## src/rtl/ahb_pkg.sv

```systemverilog
// Shared AHB-Lite encodings and fetch-path types for the instruction fetch master.
package ahb_pkg;

    localparam logic [1:0] HTRANS_IDLE   = 2'b00;
    localparam logic [1:0] HTRANS_NONSEQ = 2'b10;
    localparam logic [2:0] HSIZE_WORD    = 3'b010;
    localparam logic [2:0] HBURST_SINGLE = 3'b000;
    localparam logic [1:0] HRESP_OKAY    = 2'b00;

    typedef enum logic [1:0] {
        FETCH_IDLE = 2'b00,
        FETCH_ADDR = 2'b01,
        FETCH_DATA = 2'b10
    } fetch_state_e;

    typedef struct packed {
        logic        err;
        logic [31:0] pc;
        logic [31:0] data;
    } fetch_entry_t;

    localparam int unsigned ENTRY_W = $bits(fetch_entry_t);

endpackage

```

## src/rtl/ifetch_fifo.sv

```systemverilog
// Prefetch FIFO: registered storage, flush clears occupancy, push+pop legal when full.
module ifetch_fifo #(
    parameter int unsigned WIDTH = 65,
    parameter int unsigned DEPTH = 2
) (
    input  logic                     clk,
    input  logic                     rst_n,
    input  logic                     flush,
    input  logic                     push,
    input  logic                     pop,
    input  logic [WIDTH-1:0]         wdata,
    output logic [WIDTH-1:0]         rdata,
    output logic                     full,
    output logic                     empty,
    output logic [$clog2(DEPTH):0]   count
);

    localparam int unsigned PTR_W = $clog2(DEPTH);
    localparam int unsigned CNT_W = PTR_W + 1;

    logic [WIDTH-1:0] mem [DEPTH];
    logic [PTR_W-1:0] rd_ptr;
    logic [PTR_W-1:0] wr_ptr;
    logic             do_push;
    logic             do_pop;

    assign empty   = (count == '0);
    assign full    = (count == CNT_W'(DEPTH));
    assign do_pop  = pop && !empty;
    assign do_push = push && (!full || do_pop);
    assign rdata   = mem[rd_ptr];

    // Storage is reset so the head reads as zero straight out of reset.
    always_ff @(posedge clk or negedge rst_n) begin
        if (!rst_n) begin
            rd_ptr <= '0;
            wr_ptr <= '0;
            count  <= '0;
            for (int unsigned i = 0; i < DEPTH; i++) begin
                mem[i] <= '0;
            end
        end else if (flush) begin
            rd_ptr <= '0;
            wr_ptr <= '0;
            count  <= '0;
        end else begin
            if (do_push) begin
                mem[wr_ptr] <= wdata;
                wr_ptr      <= wr_ptr + PTR_W'(1);
            end
            if (do_pop) begin
                rd_ptr <= rd_ptr + PTR_W'(1);
            end
            count <= CNT_W'(count + CNT_W'(do_push) - CNT_W'(do_pop));
        end
    end

endmodule

```

## src/rtl/ahb_ifetch.sv

```systemverilog
// Non-pipelined AHB-Lite instruction fetch master feeding decode through a prefetch FIFO.
module ahb_ifetch
    import ahb_pkg::*;
#(
    parameter logic [31:0] RESET_PC   = 32'h0000_0000,
    parameter int unsigned FIFO_DEPTH = 2
) (
    input  logic        HCLK,
    input  logic        HRESETn,
    output logic [31:0] HADDR,
    output logic [1:0]  HTRANS,
    output logic        HWRITE,
    output logic [2:0]  HSIZE,
    output logic [2:0]  HBURST,
    output logic [31:0] HWDATA,
    input  logic [31:0] HRDATA,
    input  logic        HREADY,
    input  logic [1:0]  HRESP,
    input  logic        redirect_valid,
    input  logic [31:0] redirect_pc,
    output logic        inst_valid,
    output logic [31:0] inst_data,
    output logic [31:0] inst_pc,
    output logic        inst_err,
    input  logic        inst_ready
);

    localparam int unsigned CNT_W      = $clog2(FIFO_DEPTH) + 1;
    localparam logic [31:0] RESET_ADDR = RESET_PC & 32'hFFFF_FFFC;

    fetch_state_e     state;
    fetch_state_e     state_nxt;
    logic [31:0]      fetch_pc;
    logic [31:0]      fetch_pc_nxt;
    logic             kill;
    logic             kill_nxt;
    logic             pop;
    logic             push;
    logic             data_done;
    logic             room;
    logic             fifo_full;
    logic             fifo_empty;
    logic [CNT_W-1:0] fifo_count;
    logic [CNT_W-1:0] count_nxt;
    fetch_entry_t     wr_entry;
    fetch_entry_t     head;

    assign HWRITE = 1'b0;
    assign HSIZE  = HSIZE_WORD;
    assign HBURST = HBURST_SINGLE;
    assign HWDATA = 32'h0;

    assign inst_valid = !fifo_empty;
    assign inst_data  = head.data;
    assign inst_pc    = head.pc;
    assign inst_err   = head.err;

    // Next-state, next-PC and kill tracking; HADDR doubles as the issued PC during DATA.
    always_comb begin
        pop          = inst_valid && inst_ready && !redirect_valid;
        data_done    = (state == FETCH_DATA) && HREADY;
        push         = data_done && !kill && !redirect_valid;
        wr_entry     = '{err: (HRESP != HRESP_OKAY), pc: HADDR, data: HRDATA};
        count_nxt    = redirect_valid ? '0 : CNT_W'(fifo_count + CNT_W'(push) - CNT_W'(pop));
        room         = (count_nxt < CNT_W'(FIFO_DEPTH));
        state_nxt    = state;
        fetch_pc_nxt = fetch_pc;
        kill_nxt     = kill;

        case (state)
            FETCH_IDLE: begin
                if (redirect_valid || !fifo_full || pop) begin
                    state_nxt = FETCH_ADDR;
                end
            end
            FETCH_ADDR: begin
                state_nxt    = FETCH_DATA;
                fetch_pc_nxt = fetch_pc + 32'd4;
            end
            FETCH_DATA: begin
                if (HREADY) begin
                    state_nxt = room ? FETCH_ADDR : FETCH_IDLE;
                end
            end
            default: state_nxt = FETCH_IDLE;
        endcase

        if (redirect_valid) begin
            fetch_pc_nxt = redirect_pc & 32'hFFFF_FFFC;
            if (state != FETCH_IDLE) begin
                kill_nxt = 1'b1;
            end
        end
        if (data_done) begin
            kill_nxt = 1'b0;
        end
    end

    always_ff @(posedge HCLK or negedge HRESETn) begin
        if (!HRESETn) begin
            state    <= FETCH_IDLE;
            fetch_pc <= RESET_ADDR;
            kill     <= 1'b0;
            HTRANS   <= HTRANS_IDLE;
            HADDR    <= RESET_ADDR;
        end else begin
            state    <= state_nxt;
            fetch_pc <= fetch_pc_nxt;
            kill     <= kill_nxt;
            HTRANS   <= (state_nxt == FETCH_ADDR) ? HTRANS_NONSEQ : HTRANS_IDLE;
            if (state_nxt == FETCH_ADDR) begin
                HADDR <= fetch_pc_nxt;
            end
        end
    end

    ifetch_fifo #(
        .WIDTH (ENTRY_W),
        .DEPTH (FIFO_DEPTH)
    ) u_fifo (
        .clk   (HCLK),
        .rst_n (HRESETn),
        .flush (redirect_valid),
        .push  (push),
        .pop   (pop),
        .wdata (wr_entry),
        .rdata (head),
        .full  (fifo_full),
        .empty (fifo_empty),
        .count (fifo_count)
    );

endmodule

```

## config.mk

```make
export PLATFORM = sky130hd
export DESIGN_NAME = ahb_ifetch
export DESIGN_NICKNAME = d
export VERILOG_FILES = /design/src/rtl/ahb_pkg.sv /design/src/rtl/ifetch_fifo.sv /design/src/rtl/ahb_ifetch.sv
export SDC_FILE = /design/constraint.sdc
export NUM_CORES = 1
export LEC_CHECK = 0
export BUFFER_PORTS_ARGS = -buffer_cell sky130_fd_sc_hd__buf_2
export CAP_MARGIN = 20
export CORE_ASPECT_RATIO = 1.75
export CORE_MARGIN = 4
export CORE_UTILIZATION = 59
export DETAILED_ROUTE_END_ITERATION = 8
export PLACE_DENSITY = 0.85
export SLEW_MARGIN = 20
export SYNTH_ARGS = -nofsm -noshare
export SYNTH_HDL_FRONTEND = slang
export SYNTH_SLANG_ARGS = --single-unit
export TNS_END_PERCENT = 1
```

## constraint.sdc

```tcl
create_clock -name HCLK -period 4.5 [get_ports HCLK]
set_clock_uncertainty 0.05 [all_clocks]
set_input_delay 1.125 -clock HCLK [delete_from_list [all_inputs] [get_ports HCLK]]
set_output_delay 1.125 -clock HCLK [all_outputs]
set_load 0.03 [all_outputs]
```

* After elaboration in Yosys (flattened, before gate mapping) *
Cells that the tools add are included.

operators by class
  mux-type cells = 22
  add/sub/neg operators = 7
  bitwise gates (word level) = 3
  eq/ne operators = 4
  reduce and logical (&&, ||, !) cells = 25
  magnitude comparators = 4

operators with widths
  kind                     count
  $mux W65                 4
  $bwmux W130              1
  $demux W65 S1            1
  $mux W32                 2
  $add A32 B3 Y32 const B  1
  $reduce_bool A2 Y1       6
  $mux W2                  5
  $logic_and A1 B1 Y1      8
  $mux W1                  8
  $pmux W2 S3              1
  $add A2 B1 Y2            2
  $eq A2 B1 Y1 const B     2
  $eq A2 B2 Y1 const B     2
  $ge A2 B2 Y1 const B     2
  $logic_not A1 Y1         4
  $logic_not A2 Y1         2
  $not A1 Y2               2
  $reduce_and A2 Y1        2
  $sub A2 B1 Y2            2
  $logic_or A1 B1 Y1       3
  $add A1 B1 Y1 const B    2
  $lt A2 B1 Y1 const B     1
  $lt A2 B2 Y1 const B     1
  $not A1 Y1               1

storage, ports and cells
  register bits = 203
  word-level logic and storage cells = 75
  output and inout port bits = 139
  bits of input ports = 71

* Depth between registers and ports, before layout *
  depth in word-level cells = 13
  gate-level depth with buffers = 13
  gate-level depth less buffers = 10

* Hierarchy *
A second synthesis with hierarchy kept.

unflattened totals
  cell total of the unflattened synthesis = 731
  area total of the unflattened synthesis = 9,862.0 um^2

modules (own cells, without submodules)
  module       area an instance (um^2)  cells each  seq. area each (um^2)  times used
  ifetch_fifo  6,065.8                  370         3,353.2                1
  ahb_ifetch   3,796.1                  361         1,701.6                1

* Worst setup path before layout *
OpenSTA, ideal clock, no wires.

  kind = input to register
  start point = input redirect_valid
  end point = register HADDR[0]
  buffers on the path = 5
  path slack = 0.887 ns
  stages on the path = 12
  data arrival time = 3.438 ns
  required time = 4.325 ns
  path through = clkbuf_1 -> clkbuf_1 -> clkbuf_1 -> clkbuf_1 -> nor2_1 -> ha_1 -> xor2_1 -> xnor2_1 -> o211ai_2 -> inv_2 -> buf_6 -> mux2_4

on the way
  longest elaborated chain between the ends = 10

ends and longest elaborated chain
  element               line                                text
  start, declared       ahb_ifetch.sv:19                    input logic redirect_valid,
  $logic_not A1 Y1      ahb_ifetch.sv:60, ahb_ifetch.sv:62
  $logic_and A1 B1 Y1   ahb_ifetch.sv:62                    push = data_done && !kill && !redirect_valid;
  $add A2 B1 Y2         ahb_ifetch.sv:64                    count_nxt = redirect_valid ? '0 : CNT_W'(fifo_count + CNT_W'(push) - CNT_W'(pop));
  $sub A2 B1 Y2         ahb_ifetch.sv:64
  $mux W2               ahb_ifetch.sv:64
  $lt A2 B2 Y1          ahb_ifetch.sv:65                    room = (count_nxt < CNT_W'(FIFO_DEPTH));
  $mux W1               ahb_ifetch.sv:82                    state_nxt = room ? FETCH_ADDR : FETCH_IDLE;
  $mux W2               ahb_ifetch.sv:81                    if (HREADY) begin
  $pmux W2 S3           ahb_ifetch.sv:70                    case (state)
  $eq A2 B1 Y1          ahb_ifetch.sv:111                   if (state_nxt == FETCH_ADDR) begin
  end signal, assigned  ahb_ifetch.sv:112                   HADDR <= fetch_pc_nxt;
  end, declared         ahb_ifetch.sv:10                    output logic [31:0] HADDR,

Parallel ways exist; a longest one is shown, timed or not.
A chain may end at the register's enable or synchronous reset.

* Final worst setup path *
  start point = register u_fifo.rd_ptr
  end point = output inst_data[30]

on the way
  longest elaborated chain between the ends = 4

ends and longest elaborated chain
  element                                       line               text
  start, declared                               ifetch_fifo.sv:22  logic [PTR_W-1:0] rd_ptr;
  start signal, assigned                        ifetch_fifo.sv:52  rd_ptr <= rd_ptr + PTR_W'(1);
  $not A1 Y2 (not written as such)              ifetch_fifo.sv:31  assign rdata = mem[rd_ptr];
  $mux W65 (not written as such) (3 in series)  ifetch_fifo.sv:31
  end, declared                                 ahb_ifetch.sv:22   output logic [31:0] inst_data,

No other way between the ends. The select of a mux whose other input is x is not followed.

==> metrics.txt <==
outcome completed; Fin Hold WS 0.4325 ns; Hold Path Class register to register; number of synthesized register bits between 200 and 250; switching share of power 0.3841; CTS tree built; final std cells w/o fill about 1.1k; Main synth FF type dfrtp_1; Crit Path Class register to output port; achievable frequency ~0.29 GHz; Die Ht 178.3 um; crit path launch type register; Leak approximately 0.0055 uW; VDD IR max around 450 uV; Final Max Slew Viols 0; row cnt 62; Clock Tree Buf Depth 3; DRT antenna net count 0; grt total ovfl 0; TNS Setup 0 ns; worst r2r src u_fifo.count[1]$_DFF_PN0_; clock sinks around 200; CP Max Fanout 39; worst path arrival time approximately 2.2 ns; CTS root buf clkbuf_16; Hold Crit Start u_fifo.mem[64]$_DFFE_PN0P_; # Max-Cap Violations 0; Logic pwr share 0.382; Mapped Avg Cell Area between 10 and 15 um2; unrepaired setup endpoints after global routing no; Crit path buffers/inverters 2; first-pass GRT wire length between 30000 and 40000 um; share of cells above drive strength 1 0.4208; crit path cell chain buf_12 -> mux2_2 -> buf_2; Chip Width ~110 um; gpl congestion about 0.93; CTS HTree Levels 1; cell count after synthesis slightly below 800; Post-CTS Setup Inserts 0; Flop pwr share 0.389; Tot GR Track Use 0.2162; number of port buffers 167; fin nets 980; worst skew pair latency 0.48 ns; nature of the critical path endpoint output port; full die area roughly 19000 um2; Inserted Clock Buffers 18; DRT Pass-1 Iters 4; Hold Fails Final Rpt 0; leading cell type in the layout, fill and taps excluded dfrtp_1; Clk pwr share 0.229; DR iter-0 viols around 260; Unique masters post-synth 56; # DRC 0; Synth area leader dfrtp_1; clock transition at the registers of the reported paths ~0.07 ns; Post-Syn Area roughly 9800 um2; Critical Path Source u_fifo.rd_ptr$_DFFE_PN0P_; core footprint about 16000 um2; Syn. warnings 0; Seq/Total Area, Yosys 0.5172; final setup vio count 0; largest net degree at the start of global routing roughly 100; Tcrit/Tclk final 0.7583; # placed instances 1109; worst-margin pin slew a little under 1 ns; critical path's largest stage delay between 0.8 and 0.9 ns; cts repair resizes 0; relative slew slack 0.3410; WL final 20290 um; vias in the first global route roughly 6.6k; DR vias/cell around 5.5; Tmin final 3.412 ns; EDFF count, synth 0; commonest non-fill, non-tap cells in the layout dfrtp_1, buf_2, mux2_2, nand2_1; WL per Instance 17.78 um; Final Core Density 0.6722; Worst path top cell family by delay flip-flops; total number of vias 6283; Power Dens Cells around 650 nW/um2; cts hold-fix bufs 0; antenna violations before repair 2; worst endpoint required time around 3.3 ns; Ports 210; P_sw roughly 2700 uW; Detailed Place HPWL approximately 14000 um; area grow syn2layout 12.57%; Synth async-reset ratio 1.000; Slowest cell on crit path dfrtp_2; Synth top area share 0.5172; Initial Util 0.5972; internal power 4392 uW; largest cells by area after synthesis dfrtp_1, mux2_2, buf_4, mux2_1, nand2_1
logic make-up (layout without fill, tap and decap cells):
| family | Yosys count | count (layout) | synth area share |
|---|---|---|---|
| buffers and inverters | 119 | 212 | 0.08231 |
| adder cells (fa/ha/maj) | 4 | 4 | 0.005121 |
| multiplexers | 209 | 209 | 0.2456 |
| AND/OR/NAND/NOR | 161 | 161 | 0.08525 |
| other | 2 | 42 | 0.0007683 |
| XOR/XNOR | 22 | 22 | 0.01971 |
| AO/OA/AOI/OAI | 65 | 65 | 0.04404 |
| flip-flops | 202 | 202 | 0.5172 |
final cells by class:
type / instances / area [um2]
fill: 1206 / 5365
sequential: 202 / 5056
multi-input combinational: 501 / 4081
timing repair buffer: 174 / 922.1
clock buffer: 22 / 506.7
tap: 224 / 280.3
clock inverter: 8 / 121.4
inverter: 8 / 30.03
antenna: 2 / 5.005
state kept, by name, indices dropped and copies added (netlist names):
signal	cells
u_fifo.rd_ptr	1
u_fifo.wr_ptr	1
fetch_pc	32
state	2
HTRANS	1
u_fifo.count	2
HADDR	32
kill	1
u_fifo.mem	130
worst paths after layout:
check / cells past startpoint / slack (ns) / to
worst max-delay path: 3 / 1.09 / inst_data[30]
worst min-delay path: 2 / 0.43 / u_fifo.mem[64]$_DFFE_PN0P_
worst max register to register: 10 / 1.64 / HADDR[15]$_DFFE_PN0N_
worst min register to register: 2 / 0.43 / u_fifo.mem[64]$_DFFE_PN0P_
max in group asynchronous: 2 / 2.84 / u_fifo.mem[96]$_DFFE_PN0P_
min in group asynchronous: 1 / 0.66 / u_fifo.mem[76]$_DFFE_PN0P_
cell usage after synthesis, types with 2 or more instances:
| master | number |
|---|---|
| dfrtp_1 | 202 |
| nor3_1 | 5 |
| conb_1 | 2 |
| buf_6 | 9 |
| o311ai_0 | 2 |
| and3_1 | 9 |
| or2_2 | 3 |
| buf_2 | 10 |
| o31ai_1 | 5 |
| nor2_1 | 27 |
| nand2_1 | 54 |
| o211ai_1 | 4 |
| o221ai_1 | 4 |
| a21oi_1 | 10 |
| nor2b_1 | 7 |
| or4_1 | 2 |
| o21ai_0 | 22 |
| nand3b_1 | 2 |
| buf_4 | 74 |
| xnor2_1 | 10 |
| nor4_1 | 3 |
| nand3_1 | 19 |
| mux2_4 | 13 |
| inv_1 | 6 |
| a31o_2 | 2 |
| mux2_2 | 155 |
| a31oi_1 | 3 |
| clkbuf_1 | 18 |
| xor2_1 | 12 |
| nand2b_1 | 3 |
| nor4b_1 | 2 |
| or3_1 | 4 |
| o21a_1 | 3 |
| o211ai_2 | 2 |
| and4_1 | 5 |
| a211o_1 | 2 |
| mux2_1 | 40 |
| ha_1 | 4 |
| nand4_1 | 8 |
worst reg2reg max path: cells and delay by family (launching register included):
kind | cells | cell delay [ns]
simple gates | 4 | 0.88
fa+ha+maj | 1 | 0.21
xor+xnor | 2 | 0.34
buf+inv | 1 | 0.48
compound gates | 2 | 0.40
flops | 1 | 0.42
per-stage QoR:
step / setup WS (ns) / power [uW] / cell area (um2)
after global routing: 1.022 / 7501 / 11000
after floorplan: 0.8870 / 4952 / 9917
final: 1.088 / 7130 / 11000
after detailed placement: 0.9347 / 5541 / 10360
after global placement: 0.9721 / 5446 / 10360
after CTS: 1.073 / 7196 / 10990
per-layer routing:
layer	GRT usage	part of all wire	up-vias
met2	0.3887	0.52	213
li1	-	-	2893
met4	0.1078	0.047	0
met3	0.02064	0.048	60
met1	0.2570	0.38	3117
met5	0	0	-
power by group through the flow:
stage / logic, uW / clock network, uW / registers, uW
after CTS: 2750 / 1660 / 2780
after global placement: 2680 / 0 / 2770
final: 2730 / 1630 / 2770
after detailed placement: 2740 / 0 / 2810
after floorplan: 2320 / 0 / 2640
after global routing: 2910 / 1730 / 2860
(Power assumes the default switching activity.)
